## src/rtl/uart_frame_rx.sv

```systemverilog
// uart_frame_rx
//   Parses the byte stream coming out of the UART RX core into a framed
//   record of NUM_FIELDS fields:  SOF, NUM_FIELDS payload bytes,
//   [XOR checksum], EOF. Only a complete, valid frame updates `fields`,
//   and that update is flagged by a one-cycle `load` pulse. A frame that
//   stalls for TIMEOUT_CYC cycles between bytes, or carries a bad checksum
//   or a bad EOF byte, is aborted: `frame_err` pulses and `err_cnt`
//   increments (saturating at 8'hFF).
//
//   Optional feature macro: UART_FRAME_CHECKSUM_EN
//     defined   -> a checksum byte (XOR of the full 8-bit payload bytes)
//                  is expected between the last field and EOF.
//     undefined -> EOF follows the last field directly.
//
// Ports
//   clock      in   system clock, rising edge
//   reset      in   asynchronous, active-low reset
//   rx_dv      in   one-cycle strobe: rx_byte is valid
//   rx_byte    in   [7:0] received byte
//   fields     out  [NUM_FIELDS*FIELD_W-1:0] accepted fields, field 0 in LSBs
//   load       out  one-cycle pulse: fields updated
//   frame_err  out  one-cycle pulse: frame aborted
//   busy       out  high while a frame is in progress
//   err_cnt    out  [7:0] aborted-frame count, saturating
module uart_frame_rx #(
  parameter int         NUM_FIELDS  = 3,
  parameter int         FIELD_W     = 6,
  parameter logic [7:0] SOF_BYTE    = 8'hFF,
  parameter logic [7:0] EOF_BYTE    = 8'hFF,
  parameter int         TIMEOUT_CYC = 1000000
) (
  input  logic                          clock,
  input  logic                          reset,
  input  logic                          rx_dv,
  input  logic [7:0]                    rx_byte,
  output logic [NUM_FIELDS*FIELD_W-1:0] fields,
  output logic                          load,
  output logic                          frame_err,
  output logic                          busy,
  output logic [7:0]                    err_cnt
);

  localparam int IDX_W = (NUM_FIELDS > 1) ? $clog2(NUM_FIELDS) : 1;
  localparam int TMR_W = $clog2(TIMEOUT_CYC);
  localparam logic [IDX_W-1:0] LAST_IDX = IDX_W'(NUM_FIELDS - 1);
  localparam logic [TMR_W-1:0] TMR_LAST = TMR_W'(TIMEOUT_CYC - 1);

`ifdef UART_FRAME_CHECKSUM_EN
  typedef enum logic [1:0] {ST_IDLE, ST_FIELD, ST_CHK, ST_EOF} state_t;
`else
  typedef enum logic [1:0] {ST_IDLE, ST_FIELD, ST_EOF} state_t;
`endif

  state_t                          state;
  state_t                          state_nxt;
  logic [IDX_W-1:0]                idx;
  logic [TMR_W-1:0]                timer;
  logic [NUM_FIELDS*FIELD_W-1:0]   shadow;
  logic                            start;
  logic                            store;
  logic                            do_load;
  logic                            do_abort;
`ifdef UART_FRAME_CHECKSUM_EN
  logic [7:0]                      acc;
`endif

  function automatic logic [7:0] sat_inc8(input logic [7:0] v);
    return (v == 8'hFF) ? v : v + 8'd1;
  endfunction

  // Next-state and per-cycle decisions
  always_comb begin
    state_nxt = state;
    start     = 1'b0;
    store     = 1'b0;
    do_load   = 1'b0;
    do_abort  = 1'b0;
    case (state)
      ST_IDLE: begin
        if (rx_dv && rx_byte == SOF_BYTE) begin
          state_nxt = ST_FIELD;
          start     = 1'b1;
        end
      end
      ST_FIELD: begin
        // A payload byte equal to SOF_BYTE is plain data here.
        if (rx_dv) begin
          store = 1'b1;
          if (idx == LAST_IDX) begin
`ifdef UART_FRAME_CHECKSUM_EN
            state_nxt = ST_CHK;
`else
            state_nxt = ST_EOF;
`endif
          end
        end
      end
`ifdef UART_FRAME_CHECKSUM_EN
      ST_CHK: begin
        if (rx_dv) begin
          if (rx_byte == acc) state_nxt = ST_EOF;
          else                do_abort  = 1'b1;
        end
      end
`endif
      ST_EOF: begin
        if (rx_dv) begin
          if (rx_byte == EOF_BYTE) begin
            do_load   = 1'b1;
            state_nxt = ST_IDLE;
          end else begin
            do_abort  = 1'b1;
          end
        end
      end
      default: state_nxt = ST_IDLE;
    endcase
    // A byte arriving on the last allowed cycle wins over the timeout.
    if (state != ST_IDLE && !rx_dv && timer == TMR_LAST) do_abort = 1'b1;
    if (do_abort) state_nxt = ST_IDLE;
  end

  // State register
  always_ff @(posedge clock or negedge reset) begin
    if (!reset) state <= ST_IDLE;
    else        state <= state_nxt;
  end

  assign busy = (state != ST_IDLE);

  // Datapath, counters and output pulses
  always_ff @(posedge clock or negedge reset) begin
    if (!reset) begin
      fields    <= '0;
      shadow    <= '0;
      load      <= 1'b0;
      frame_err <= 1'b0;
      err_cnt   <= 8'h00;
      idx       <= '0;
      timer     <= '0;
`ifdef UART_FRAME_CHECKSUM_EN
      acc       <= 8'h00;
`endif
    end else begin
      load      <= do_load;
      frame_err <= do_abort;
      if (do_abort) err_cnt <= sat_inc8(err_cnt);
      if (do_load)  fields  <= shadow;

      if (start)                          idx <= '0;
      else if (store && idx != LAST_IDX)  idx <= idx + 1'b1;

      if (store) begin
        for (int i = 0; i < NUM_FIELDS; i++) begin
          if (idx == IDX_W'(i)) shadow[i*FIELD_W +: FIELD_W] <= rx_byte[FIELD_W-1:0];
        end
      end

      // Timer only runs inside a frame and restarts on every byte.
      if (state == ST_IDLE || rx_dv || do_abort) timer <= '0;
      else                                       timer <= timer + 1'b1;

`ifdef UART_FRAME_CHECKSUM_EN
      if (start)      acc <= 8'h00;
      else if (store) acc <= acc ^ rx_byte;
`endif
    end
  end

endmodule

```

## config.mk

```make
export PLATFORM = sky130hd
export DESIGN_NAME = uart_frame_rx
export DESIGN_NICKNAME = d
export VERILOG_FILES = /design/src/rtl/uart_frame_rx.sv
export SDC_FILE = /design/constraint.sdc
export NUM_CORES = 1
export LEC_CHECK = 0
export ABC_AREA = 1
export CAP_MARGIN = 20
export CORE_ASPECT_RATIO = 1.75
export CORE_MARGIN = 5
export CORE_UTILIZATION = 45
export CTS_CLUSTER_SIZE = 25
export DETAILED_ROUTE_END_ITERATION = 8
export HOLD_SLACK_MARGIN = 0.12
export PLACE_DENSITY_LB_ADDON = 0.15
export SYNTH_ARGS = -nofsm -noshare
export SYNTH_HDL_FRONTEND = slang
export SYNTH_SLANG_ARGS = --single-unit
```

## constraint.sdc

```tcl
create_clock -name clock -period 1.29 [get_ports clock]
set_input_delay 0.3225 -clock clock [delete_from_list [all_inputs] [get_ports clock]]
set_output_delay 0.3225 -clock clock [all_outputs]
set_load 0.01 [all_outputs]
```

* After elaboration in Yosys (flattened, before gate mapping)
Cells that the tools add are included.
** Operators by class
- Add/sub/neg operators :: 3
- Equal/unequal tests :: 13
- Muxes and demuxes :: 21
- Bitwise gates (word level) :: 1
- Reduce and logical (&&, ||, !) cells :: 16
** Operator list (number)
- adder 20 x 1 -> 20 bit (second input constant) :: 1
- equality test 20 bit (second input constant) :: 1
- 2-to-1 mux 20 bit :: 1
- equality test 8 bit (second input constant) :: 2
- 2-to-1 mux 2 bit :: 8
- != test 3 bit (second input constant) :: 5
- 2-to-1 mux 1 bit :: 11
- adder 8 x 1 -> 8 bit (second input constant) :: 1
- AND reduction 2 bit :: 4
- one-hot mux 2 bit (3 select lines) :: 1
- AND reduction 5 bit :: 1
- equality test 2 x 1 -> 1 bit (second input constant) :: 2
- equality test 2 bit (second input constant) :: 2
- logical AND 1 bit :: 4
- zero test 2 bit :: 2
- nonzero test 2 bit :: 2
- adder 2 x 1 -> 2 bit (second input constant) :: 1
- logical OR 1 bit :: 2
- != test 2 bit (second input constant) :: 1
- zero test 1 bit :: 1
- NOT 1 bit :: 1
** Word-level totals
- Bits in registers :: 70
- Input port bits :: 11
- Output and inout port bits :: 29
- Word-level logic and storage cells :: 64

* Longest topological paths before layout
Gate-level depths: netlist of run 1.
- Depth after elaboration :: 7
- Gate-level depth with buffers :: 9

* Worst setup path before layout of run 1
OpenSTA, ideal clock, no wires.
- Kind :: register -> register
- Start point :: register err_cnt[0]
- End point :: register err_cnt[2]
- Library setup time :: 65 ps
- Arrival time :: 1270 ps
- Required time :: 1225 ps
- Path slack :: -45 ps
- Cell stages (with the launch flop) :: 8
- Clock period less this slack :: 1335 ps
- Cells stage by stage :: dfrtp_1 -> ha_1 -> nand2_1 -> nor2_2 -> nand3_2 -> nand2_2 -> nand2_1 -> nand2_1
** Between the ends
- Longest elaborated chain between the ends :: 3
** RTL lines
- start, declared :: RTL line 40 : output logic [7:0] err_cnt
- start signal, assigned :: RTL line 147 : if (do_abort) err_cnt <= sat_inc8(err_cnt);
- parallel branches: the longest is 3 deep, another holds adder 8 x 1 -> 8 bit
Several ways; the timed one is not identified.
A chain may end at the register's enable or synchronous reset.

* Worst setup path in the final report of run 1
- Start point :: register state[0]
- End point :: register shadow[16]
** Between the ends
- Longest elaborated chain between the ends :: 3
** RTL lines
- start, declared :: RTL line 54 : state_t state;
- start signal, assigned :: RTL line 126 : else state <= state_nxt;
- equality test 2 x 1 -> 1 bit :: RTL line 78 : case (state)
- 2-to-1 mux 1 bit :: RTL line 78
- AND reduction 2 bit (no line)
- end signal, assigned by index :: RTL line 155 : if (idx == IDX_W'(i)) shadow[i*FIELD_W +: FIELD_W] <= rx_byte[FIELD_W-1:0];
- end, declared :: RTL line 58 : logic [NUM_FIELDS*FIELD_W-1:0] shadow;
Every way passes these cells.

==> results of run 1 <==
power groups by stage:
stage / Sequential, mW / Combinational [mW] / Clock (mW)
floorplan: 2.49 / 0.362 / 0
global placement: 2.50 / 0.707 / 0
detailed placement: 2.50 / 0.730 / 0
CTS: 2.46 / 0.901 / 2.26
global route: 2.52 / 1.26 / 2.38
finish: 2.50 / 1.15 / 2.23
final cells by class:
type                            count  area, um^2
Clock buffer                        9         225
Fill cell                         511        1930
Timing Repair inverter              1        7.51
Tap cell                           86         108
Clock inverter                      6        40.0
Multi-Input combinational cell    291        1880
Sequential cell                    70        1750
Timing Repair Buffer              124        1080
Inverter                           49         208
registers in the layout, indices dropped and copies added, names as in the netlist:
signal / flops
frame_err: 1
idx: 2
timer: 20
err_cnt: 8
shadow: 18
fields: 18
state: 2
load: 1
final timing paths:
kind,startpoint,cells past startpoint,to
hold reg to reg,shadow[12],2,fields[12]
setup reg to reg,state[0],8,shadow[16]
min in group asynchronous,reset,2,timer[12]
setup / recovery,state[0],8,shadow[16]
hold / removal,rx_byte[0],3,shadow[6]
max in group asynchronous,reset,3,state[1]
cells by family (layout without fill, tap and decap cells):
group | count (synthesis) | count (layout) | share of synthesized area
xor gates and xnor gates | 12 | 12 | 0.0316
buffers and inverters | 56 | 189 | 0.0718
and+or+nand+nor | 243 | 247 | 0.310
AOI/OAI and AO/OA | 27 | 27 | 0.0414
DFF | 70 | 70 | 0.526
adders and majority gates | 5 | 5 | 0.0188
stage by stage:
stage               TNS, ps  cell area, um^2  hold slack (ps)  setup WS [ps]  std cells
detailed placement   -29870             4310              219           -527        589
global route          -7570             5300              306           -223        636
finish                -4560             5300              310           -173        636
global placement     -29700             4310              216           -513        589
CTS                   -1680             5010              397           -124        623
floorplan                 0             3360             26.9           4.19        413
synthesized netlist by cell type, types with 2 or more instances:
| master | n | share of area |
|---|---|---|
| nand4_1 | 2 | 0.0038 |
| nor3_2 | 2 | 0.0060 |
| nor2_1 | 44 | 0.050 |
| clkbuf_1 | 3 | 0.0034 |
| nand2_2 | 5 | 0.0094 |
| o21ai_0 | 22 | 0.033 |
| nor2_2 | 5 | 0.0094 |
| dfrtp_1 | 70 | 0.53 |
| inv_2 | 2 | 0.0023 |
| nand3_2 | 3 | 0.0090 |
| nor3_1 | 6 | 0.0090 |
| nand3_1 | 24 | 0.036 |
| ha_1 | 5 | 0.019 |
| nand2_1 | 148 | 0.17 |
| xor2_1 | 11 | 0.029 |
| a21oi_1 | 4 | 0.0060 |
| inv_1 | 45 | 0.051 |
| buf_6 | 3 | 0.010 |
timing repair:
action	in CTS	in global routing
gates cloned	6	3
pin swaps	20	34
setup buffers	12	10
hold buffers	1	0
endpoints found under the setup margin	87	87
hold endpoints to repair	7	0
gates resized for setup	156	117
worst register-to-register path, delay by kind of cell, from the launching register on:
kind / cells / cell delay [ps]
simple gates: 4 / 500
compound gates: 1 / 60
flops: 1 / 370
buf+inv: 3 / 410
metal layers:
layer,global-route usage,up-vias
met5,0,-
met4,0.138,0
met3,0.0582,44
met2,0.399,96
met1,0.235,1596
li1,-,1551
==> impl_metrics.csv, run 1 <==
group,metric,value,unit
cells_and_area,final_cell_mix,"113 x nand2_1, 68 x dfrtp_1, 66 x buf_4",
routing,totalWireLength,10.5,mm
die,dieWidth,75.0,um
logic_synthesis,syn_nets,429,
routing,wl_met3,338,um
logic_synthesis,seq_area_frac_synth,0.526,
routing,dr_wl_met2,5.91,mm
die,core-area,7230,um^2
grt,groute.usage.overall,0.228,
clocking,clock_path_buffers,2,
power_and_ir_drop,ir_worst_vdd,1.03,mV
worst_setup_path,path_class,"register to register",
cells_and_area,diodes,0,
worst_setup_path,start_kind,"register",
run_status,run_status,"finished with violations",
sta,fin_crit_sh,1.13,
logic_synthesis,ys.warnings.count,0,
power_and_ir_drop,p_comb_frac,0.196,
placed_design,portBuffers,39,
power_and_ir_drop,p_per_area,1110,nW/um^2
routing,drt_iter0_drc,158,
logic_synthesis,async_reset_ff_frac,1.00,
clocking,numCtsBuffers,9,
logic_synthesis,syn_inst,413,
cells_and_area,drive_gt1_frac,0.445,
power_and_ir_drop,cellInternalPower,4.15,mW
worst_setup_path,required,1500,ps
sta,relSlewSlack,0.692,
sta,rsz0062_at_grt,"yes",
logic_synthesis,synth_edf_count,0,
clocking,clock-sinks,70,
worst_setup_path,cp_num_buf_inv,3,
clocking,cts_tree,"built",
routing,viasPerCell,5.17,
logic_synthesis,syn-cell-area,3330,um^2
worst_hold_path,holdCritPathClass,"input port to register",
grt,grt_pass1_vias,3381,
sta,hold_viol_final,0,
power_and_ir_drop,power_leakage,2.66,nW
worst_setup_path,slowest_stage,"dfrtp_1",
grt,antenna_found_initial,0,
worst_setup_path,cpPeakStageDelay,370,ps
logic_synthesis,synth_ff_type,"dfrtp_1",
clocking,cts_root_buf,"clkbuf_16",
sta,worstMarginPinSlew,457,ps
power_and_ir_drop,p_clk_frac,0.378,
cells_and_area,nets,562,
die,dieArea,9280,um^2
worst_setup_path,cp_top_family,"simple AND/OR/NAND/NOR gates",
clocking,h-tree-depth,3,
routing,wl_met1,3.64,mm
routing,vias,3287,
routing,first_pass_iters,4,
sta,drv_slew,0,
worst_setup_path,critPathCaptureType,"register",
grt,grt-ovfl-total,0,
die,fp.dieH,124,um
sta,finalCriticalPeriod,1460,ps
die,start_util,0.460,
worst_setup_path,path_cells,"inv_2, buf_6, nor2_4, nand2_4, nor2_4, clkinvlp_4, nand2_1, o21ai_1",
run_status,violations,"setup timing",
worst_setup_path,cpMostUsedCell,"nor2_4",
power_and_ir_drop,power_frac_seq,0.426,
routing,top_layer_used,"met4",
worst_setup_path,ff2ff_setup_slack,-170,ps
power_and_ir_drop,switching_share,0.295,
cells_and_area,final_util,0.733,
sta,finalWorstSetupSlack,-173,ps
power_and_ir_drop,power.switching,1.74,mW
placed_design,dpl.hpwl,6.07,mm
run,maxCapViolations,0,
logic_synthesis,syn_avg_cell_area,8.06,um^2
grt,grt_pass1_wl,15.6,mm
clocking,clkTransAtPathRegs,60,ps
clocking,clock_latency,330,ps
logic_synthesis,ys_ff_latch,70,
routing,route.detailed.drc,0,
worst_setup_path,critical_path_arrival,1680,ps
routing,avgRoutedWirePerCell,16.5,um
cells_and_area,layout_commonest_cell,"nand2_1",
die,io_pins,40,
placed_design,place_congestion,0.922,
sta,finClkSkew,8.90,ps
grt,grt_max_degree,32,
die,rows,41,
logic_synthesis,yosysUniqueCellTypes,27,
cells_and_area,areaGrowthSynthToFinish,59.3,%
routing,ant_nets,0,
sta,fmax,684,MHz
worst_setup_path,path_max_fanout,6,
sta,setup_viol,53,
power_and_ir_drop,power,5.88,mW
No activity file was read; power rests on OpenSTA's default activity.
==> run 2: changes to the inputs <==
--- a/config.mk
+++ b/config.mk
@@ -7,7 +7,6 @@
 export LEC_CHECK = 0
 export ABC_AREA = 1
 export CAP_MARGIN = 20
-export CORE_ASPECT_RATIO = 1.75
 export CORE_MARGIN = 5
 export CORE_UTILIZATION = 45
 export CTS_CLUSTER_SIZE = 25
==> run 2 against run 1 <==
Net effect:
- the run still ends with setup timing left
- first-iteration DRC count fell by 35%
- core utilization fell by 3.5 points
- clock skew fell by 1.2 ps
- register-to-register slack improved by 30 ps
- design area fell by 5.0%
- critical path type unchanged
- largest cell class unchanged
- highest routed layer unchanged
==> impl_metrics.csv, run 2 (synthesis results as in run 1) <==
group,metric,value,unit
power_and_ir_drop,p_comb_frac,0.200,
worst_setup_path,slowest_stage,"dfrtp_1",
clocking,cts_root_buf,"clkbuf_8",
sta,setup_viol,39,
sta,finClkSkew,7.68,ps
cells_and_area,nets,555,
cells_and_area,drive_gt1_frac,0.412,
routing,viasPerCell,4.85,
run_status,run_status,"finished with violations",
grt,antenna_found_initial,0,
grt,grt_max_degree,71,
routing,first_pass_iters,4,
routing,drt_iter0_drc,102,
cells_and_area,instances_no_fill,643,
worst_hold_path,hold_depth,3,
placed_design,dp_cells,591,
clocking,clock_path_buffers,2,
routing,avgRoutedWirePerCell,14.3,um
die,dieArea,9220,um^2
cells_and_area,multi_input_comb_area,1820,um^2
cells_and_area,fillers,591,
die,rows,31,
clocking,clock-sinks,70,
clocking,cts_tree,"built",
cells_and_area,top_regs,"timer: 20 flops, fields: 18 flops, shadow: 18 flops",
routing,totalWireLength,9.17,mm
worst_setup_path,cpPeakStageDelay,390,ps
sta,finalCriticalPeriod,1430,ps
grt,busiest_layer,"met2",
placed_design,place_area,4190,um^2
power_and_ir_drop,power_frac_seq,0.440,
sta,worstMarginPinSlew,374,ps
grt,globalRouteMet3Util,0.0422,
sta,fmax,699,MHz
sta,drv_slew,0,
power_and_ir_drop,cellInternalPower,3.95,mW
placed_design,place_congestion,0.847,
cells_and_area,stdcell_area,5040,um^2
routing,route.detailed.drc,0,
grt,grt_pass1_wl,14.0,mm
placed_design,pre_cts_slack,-582,ps
clocking,numCtsBuffers,9,
grt,grtUsageMet1,0.239,
sta,setup_tns,-3040,ps
power_and_ir_drop,power_leakage,2.57,nW
sta,finalWorstSetupSlack,-140,ps
placed_design,dpl.hpwl,5.21,mm
worst_setup_path,critical_path_arrival,1720,ps
cells_and_area,largest-register,"timer",
cells_and_area,register_area,1760,um^2
clocking,h-tree-depth,3,
grt,groute.usage.overall,0.199,
placed_design,portBuffers,39,
clocking,clock_latency,360,ps
grt,grt-ovfl-total,0,
power_and_ir_drop,p_per_area,1110,nW/um^2
worst_setup_path,ff2ff_path_depth,8,
sta,rsz0062_at_grt,"yes",
cells_and_area,diodes,0,
worst_setup_path,path_max_fanout,7,
worst_setup_path,cpMostUsedCell,"nand3_4",
sta,relSlewSlack,0.750,
cells_and_area,areaGrowthSynthToFinish,51.4,%
routing,ant_nets,0,
run_status,violations,"setup timing",
worst_setup_path,start_kind,"register",
power_and_ir_drop,power,5.59,mW
cells_and_area,largest_reg_flops,20,
die,dieWidth,96,um
power_and_ir_drop,power.switching,1.64,mW
cells_and_area,final_cell_mix,"126 x nand2_1, 67 x dfrtp_1, 62 x buf_4",
clocking,clkTransAtPathRegs,80,ps
sta,hold_viol_final,0,
grt,gr-usage-met2,0.347,
grt,grt_pass1_vias,2979,
sta,fin_crit_sh,1.11,
worst_setup_path,required,1580,ps
worst_setup_path,cp_num_buf_inv,1,
run,maxCapViolations,0,
power_and_ir_drop,switching_share,0.294,
worst_setup_path,path_cells,"ha_4, nand3_4, nor2_4, nand3_4, nand2_8, buf_6, nand3_2, nand2_1",
power_and_ir_drop,p_clk_frac,0.359,
routing,vias,3119,
worst_setup_path,critPathCaptureType,"register",
worst_setup_path,path_class,"register to register",
die,start_util,0.461,
power_and_ir_drop,ir_worst_vdd,0.687,mV
die,core-area,7210,um^2
cells_and_area,layout_commonest_cell,"nand2_1",
die,io_pins,40,
worst_setup_path,cp_top_family,"simple AND/OR/NAND/NOR gates",
worst_setup_path,crit_cells,8,
die,fp.dieH,96,um
worst_hold_path,holdCritPathClass,"input port to register",
run 2: power groups by stage:
stage                     Sequential, mW  Combinational, mW  Clock [mW]
after global placement              2.49              0.691           0
after floorplan                     2.49              0.362           0
after global routing                2.48               1.24        2.11
after CTS                           2.44              0.851        2.03
after detailed placement            2.49              0.703           0
final                               2.46               1.12        2.01
run 2: path summary, 6_finish.rpt:
| path | slack (ps) | to | from |
|---|---|---|---|
| worst max-delay path | -140 | err_cnt[0] | timer[1] |
| worst min-delay path | 390 | shadow[16] | rx_byte[4] |
| worst max register to register | -140 | err_cnt[0] | timer[1] |
| worst min register to register | 470 | fields[17] | shadow[17] |
| max in group asynchronous | 470 | timer[2] | reset |
| min in group asynchronous | 510 | shadow[6] | reset |
run 2: what timing repair did:
action	4_1_cts	5_1_grt
pin swaps	18	31
endpoints found under the hold margin	70	0
hold buffers	1	0
cloned	7	1
buffers inserted	15	14
setup endpoints to repair	97	77
resized for setup	164	94
run 2: layout make-up:
cell class / instances / area share
clock buffer: 9 / 0.0246
clock inverter: 7 / 0.0194
inverter: 49 / 0.0430
multi-input combinational: 291 / 0.360
sequential: 70 / 0.348
tap: 99 / 0.0246
timing repair buffer: 114 / 0.172
timing repair inverter: 4 / 0.00819
run 2: stage by stage:
stage | utilization | hold slack [ps]
2_1_floorplan | - | 26.9
3_3_place_gp | 0.580 | 377
3_5_place_dp | 0.580 | 377
4_1_cts | 0.648 | 409
5_1_grt | 0.698 | 412
6_report | 0.698 | 392
run 2: per-layer routing:
metal,vias to the layer above,wire length [um]
met2,59,4830
met5,-,0
li1,1545,-
met3,14,368
met4,0,157
met1,1501,3810
run 2: worst reg2reg max path, stage by stage, from the launching register on:
cell	delay, ps
dfrtp_1	390
ha_4	190
nand3_4	90
nor2_4	140
nand3_4	130
nand2_8	150
buf_6	140
nand3_2	70
nand2_1	80
==> run 3: changes to the inputs <==
--- a/config.mk
+++ b/config.mk
@@ -13,6 +13,7 @@
 export DETAILED_ROUTE_END_ITERATION = 8
 export HOLD_SLACK_MARGIN = 0.12
 export PLACE_DENSITY_LB_ADDON = 0.15
+export SETUP_SLACK_MARGIN = 0.02
 export SYNTH_ARGS = -nofsm -noshare
 export SYNTH_HDL_FRONTEND = slang
 export SYNTH_SLANG_ARGS = --single-unit
==> run 3 against run 2 <==
Net effect:
- the run still ends with setup timing left
- combinational power grew 17%
- clock skew is essentially flat
- fmax shrank 0.50%
- core utilization grew 2.8 points
- via count grew 3.1%
- total power grew 0.66%
- largest cell class unchanged
- largest power group unchanged
==> impl_metrics.csv, run 3 (synthesis results as in run 1) <==
group,metric,value,unit
run_status,run_status,"finished with violations",
run_status,violations,"setup timing",
sta,fin_crit_sh,1.11,
placed_design,portBuffers,39,
cells_and_area,register_area,1760,um^2
routing,viasPerCell,4.98,
die,fp.dieH,96,um
cells_and_area,stdcell_area,5240,um^2
worst_setup_path,cpPeakStageDelay,410,ps
power_and_ir_drop,p_per_area,1070,nW/um^2
grt,grt_pass1_wl,15.1,mm
grt,grt-ovfl-total,0,
clocking,clkTransAtPathRegs,80,ps
cells_and_area,drive_gt1_frac,0.473,
clocking,cts_tree,"built",
sta,drv_slew,0,
routing,ant_nets,0,
die,dieWidth,96,um
worst_setup_path,path_cells,"ha_4, nand2_4, nor2_4, nand3_4, buf_4, nor3_4, a21oi_2",
worst_hold_path,holdCritPathClass,"input port to register",
placed_design,place_congestion,0.883,
sta,relSlewSlack,0.747,
worst_setup_path,r2r_start,"timer[0]",
worst_setup_path,critPathCaptureType,"register",
sta,rsz0062_at_grt,"yes",
worst_setup_path,path_max_fanout,4,
sta,fmax,696,MHz
sta,worstMarginPinSlew,379,ps
sta,finalWorstSetupSlack,-147,ps
worst_setup_path,required,1530,ps
sta,timing.hold.ws,411,ps
routing,drt_iter0_drc,142,
placed_design,place_area,4160,um^2
cells_and_area,layout_commonest_cell,"nand2_1",
worst_hold_path,holdCritStartpoint,"rx_byte[4]",
cells_and_area,areaGrowthSynthToFinish,57.4,%
grt,grt_pass1_vias,3182,
cells_and_area,multi_input_comb_area,1990,um^2
grt,groute.usage.overall,0.215,
cells_and_area,fillers,513,
power_and_ir_drop,power_leakage,2.68,nW
die,rows,31,
grt,antenna_found_initial,0,
clocking,clock_path_buffers,2,
routing,avgRoutedWirePerCell,14.9,um
run,maxCapViolations,0,
power_and_ir_drop,power,5.63,mW
routing,totalWireLength,9.62,mm
cells_and_area,largest-register,"timer",
power_and_ir_drop,ir_worst_vdd,1.01,mV
placed_design,dpl.hpwl,5.03,mm
sta,finClkSkew,8.17,ps
sta,hold_viol_final,0,
die,core-area,7210,um^2
cells_and_area,final_cell_mix,"99 x nand2_1, 66 x dfrtp_1, 59 x buf_4",
clocking,clock-sinks,70,
grt,grt_max_degree,71,
worst_setup_path,path_class,"register to register",
cells_and_area,top_regs,"timer: 20 flops, fields: 18 flops, shadow: 18 flops",
clocking,clock_latency,340,ps
worst_setup_path,worstSetupStartpoint,"timer[0]",
clocking,h-tree-depth,3,
die,io_pins,40,
routing,vias,3215,
cells_and_area,diodes,0,
die,dieArea,9220,um^2
clocking,cts_root_buf,"clkbuf_8",
routing,route.detailed.drc,0,
sta,finalCriticalPeriod,1440,ps
cells_and_area,nets,557,
worst_setup_path,critical_path_arrival,1670,ps
die,start_util,0.461,
worst_setup_path,start_kind,"register",
clocking,numCtsBuffers,9,
cells_and_area,largest_reg_flops,20,
routing,first_pass_iters,5,
sta,setup_viol,50,
worst_setup_path,slowest_stage,"dfrtp_1",
cells_and_area,final_util,0.726,
[run 3: final timing paths]
check / slack, ps / cells after the start / endpoint
hold / removal: 410 / 3 / shadow[16]
min in group asynchronous: 520 / 3 / shadow[0]
hold reg to reg: 480 / 2 / fields[9]
setup / recovery: -150 / 7 / timer[10]
setup reg to reg: -150 / 7 / timer[10]
max in group asynchronous: 440 / 3 / timer[2]
[run 3: per-stage QoR]
step / setup WS, ps / std cells / setup TNS (ps)
finish: -147 / 645 / -2840
global route: -220 / 645 / -5910
CTS: -76.3 / 633 / -463
detailed placement: -541 / 587 / -30350
global placement: -550 / 587 / -30070
floorplan: 9.20 / 413 / 0
[run 3: area by class of cell]
class	count	area share
repair buffers	114	0.173
flip-flops and latches	70	0.335
clock inverters	7	0.0141
inverters	49	0.0404
repair inverters	4	0.00979
multi-input cells	293	0.380
clock buffers	9	0.0236
well taps	99	0.0236
[run 3: timing repair]
item / CTS / global route
gates cloned: 8 / 2
hold buffers: 1 / 0
endpoints found under the setup margin: 97 / 74
endpoints found under the hold margin: 70 / 0
buffers inserted: 21 / 10
pin swaps: 28 / 31
gates resized for setup: 209 / 97
[run 3: routing by layer]
layer,share of wire,global-route usage,vias up
li1,-,-,1545
met1,0.41,0.260,1567
met2,0.53,0.365,87
met3,0.042,0.0516,16
met4,0.020,0.0912,0
met5,0,0,-
[run 3: critical path: cells and delay by family (launching register included)]
kind | cells | cell delay, ps
buf+inv | 1 | 160
fa+ha+maj | 1 | 180
compound gates | 1 | 70
simple gates | 4 | 510
flops | 1 | 410
[run 3: report_power, final]
group | internal (mW) | leakage, nW | switching (mW)
combinational | 0.614 | 1.62 | 0.696
clock | 0.900 | 0.0996 | 0.924
sequential | 2.35 | 0.962 | 0.144
total | 3.86 | 2.68 | 1.76
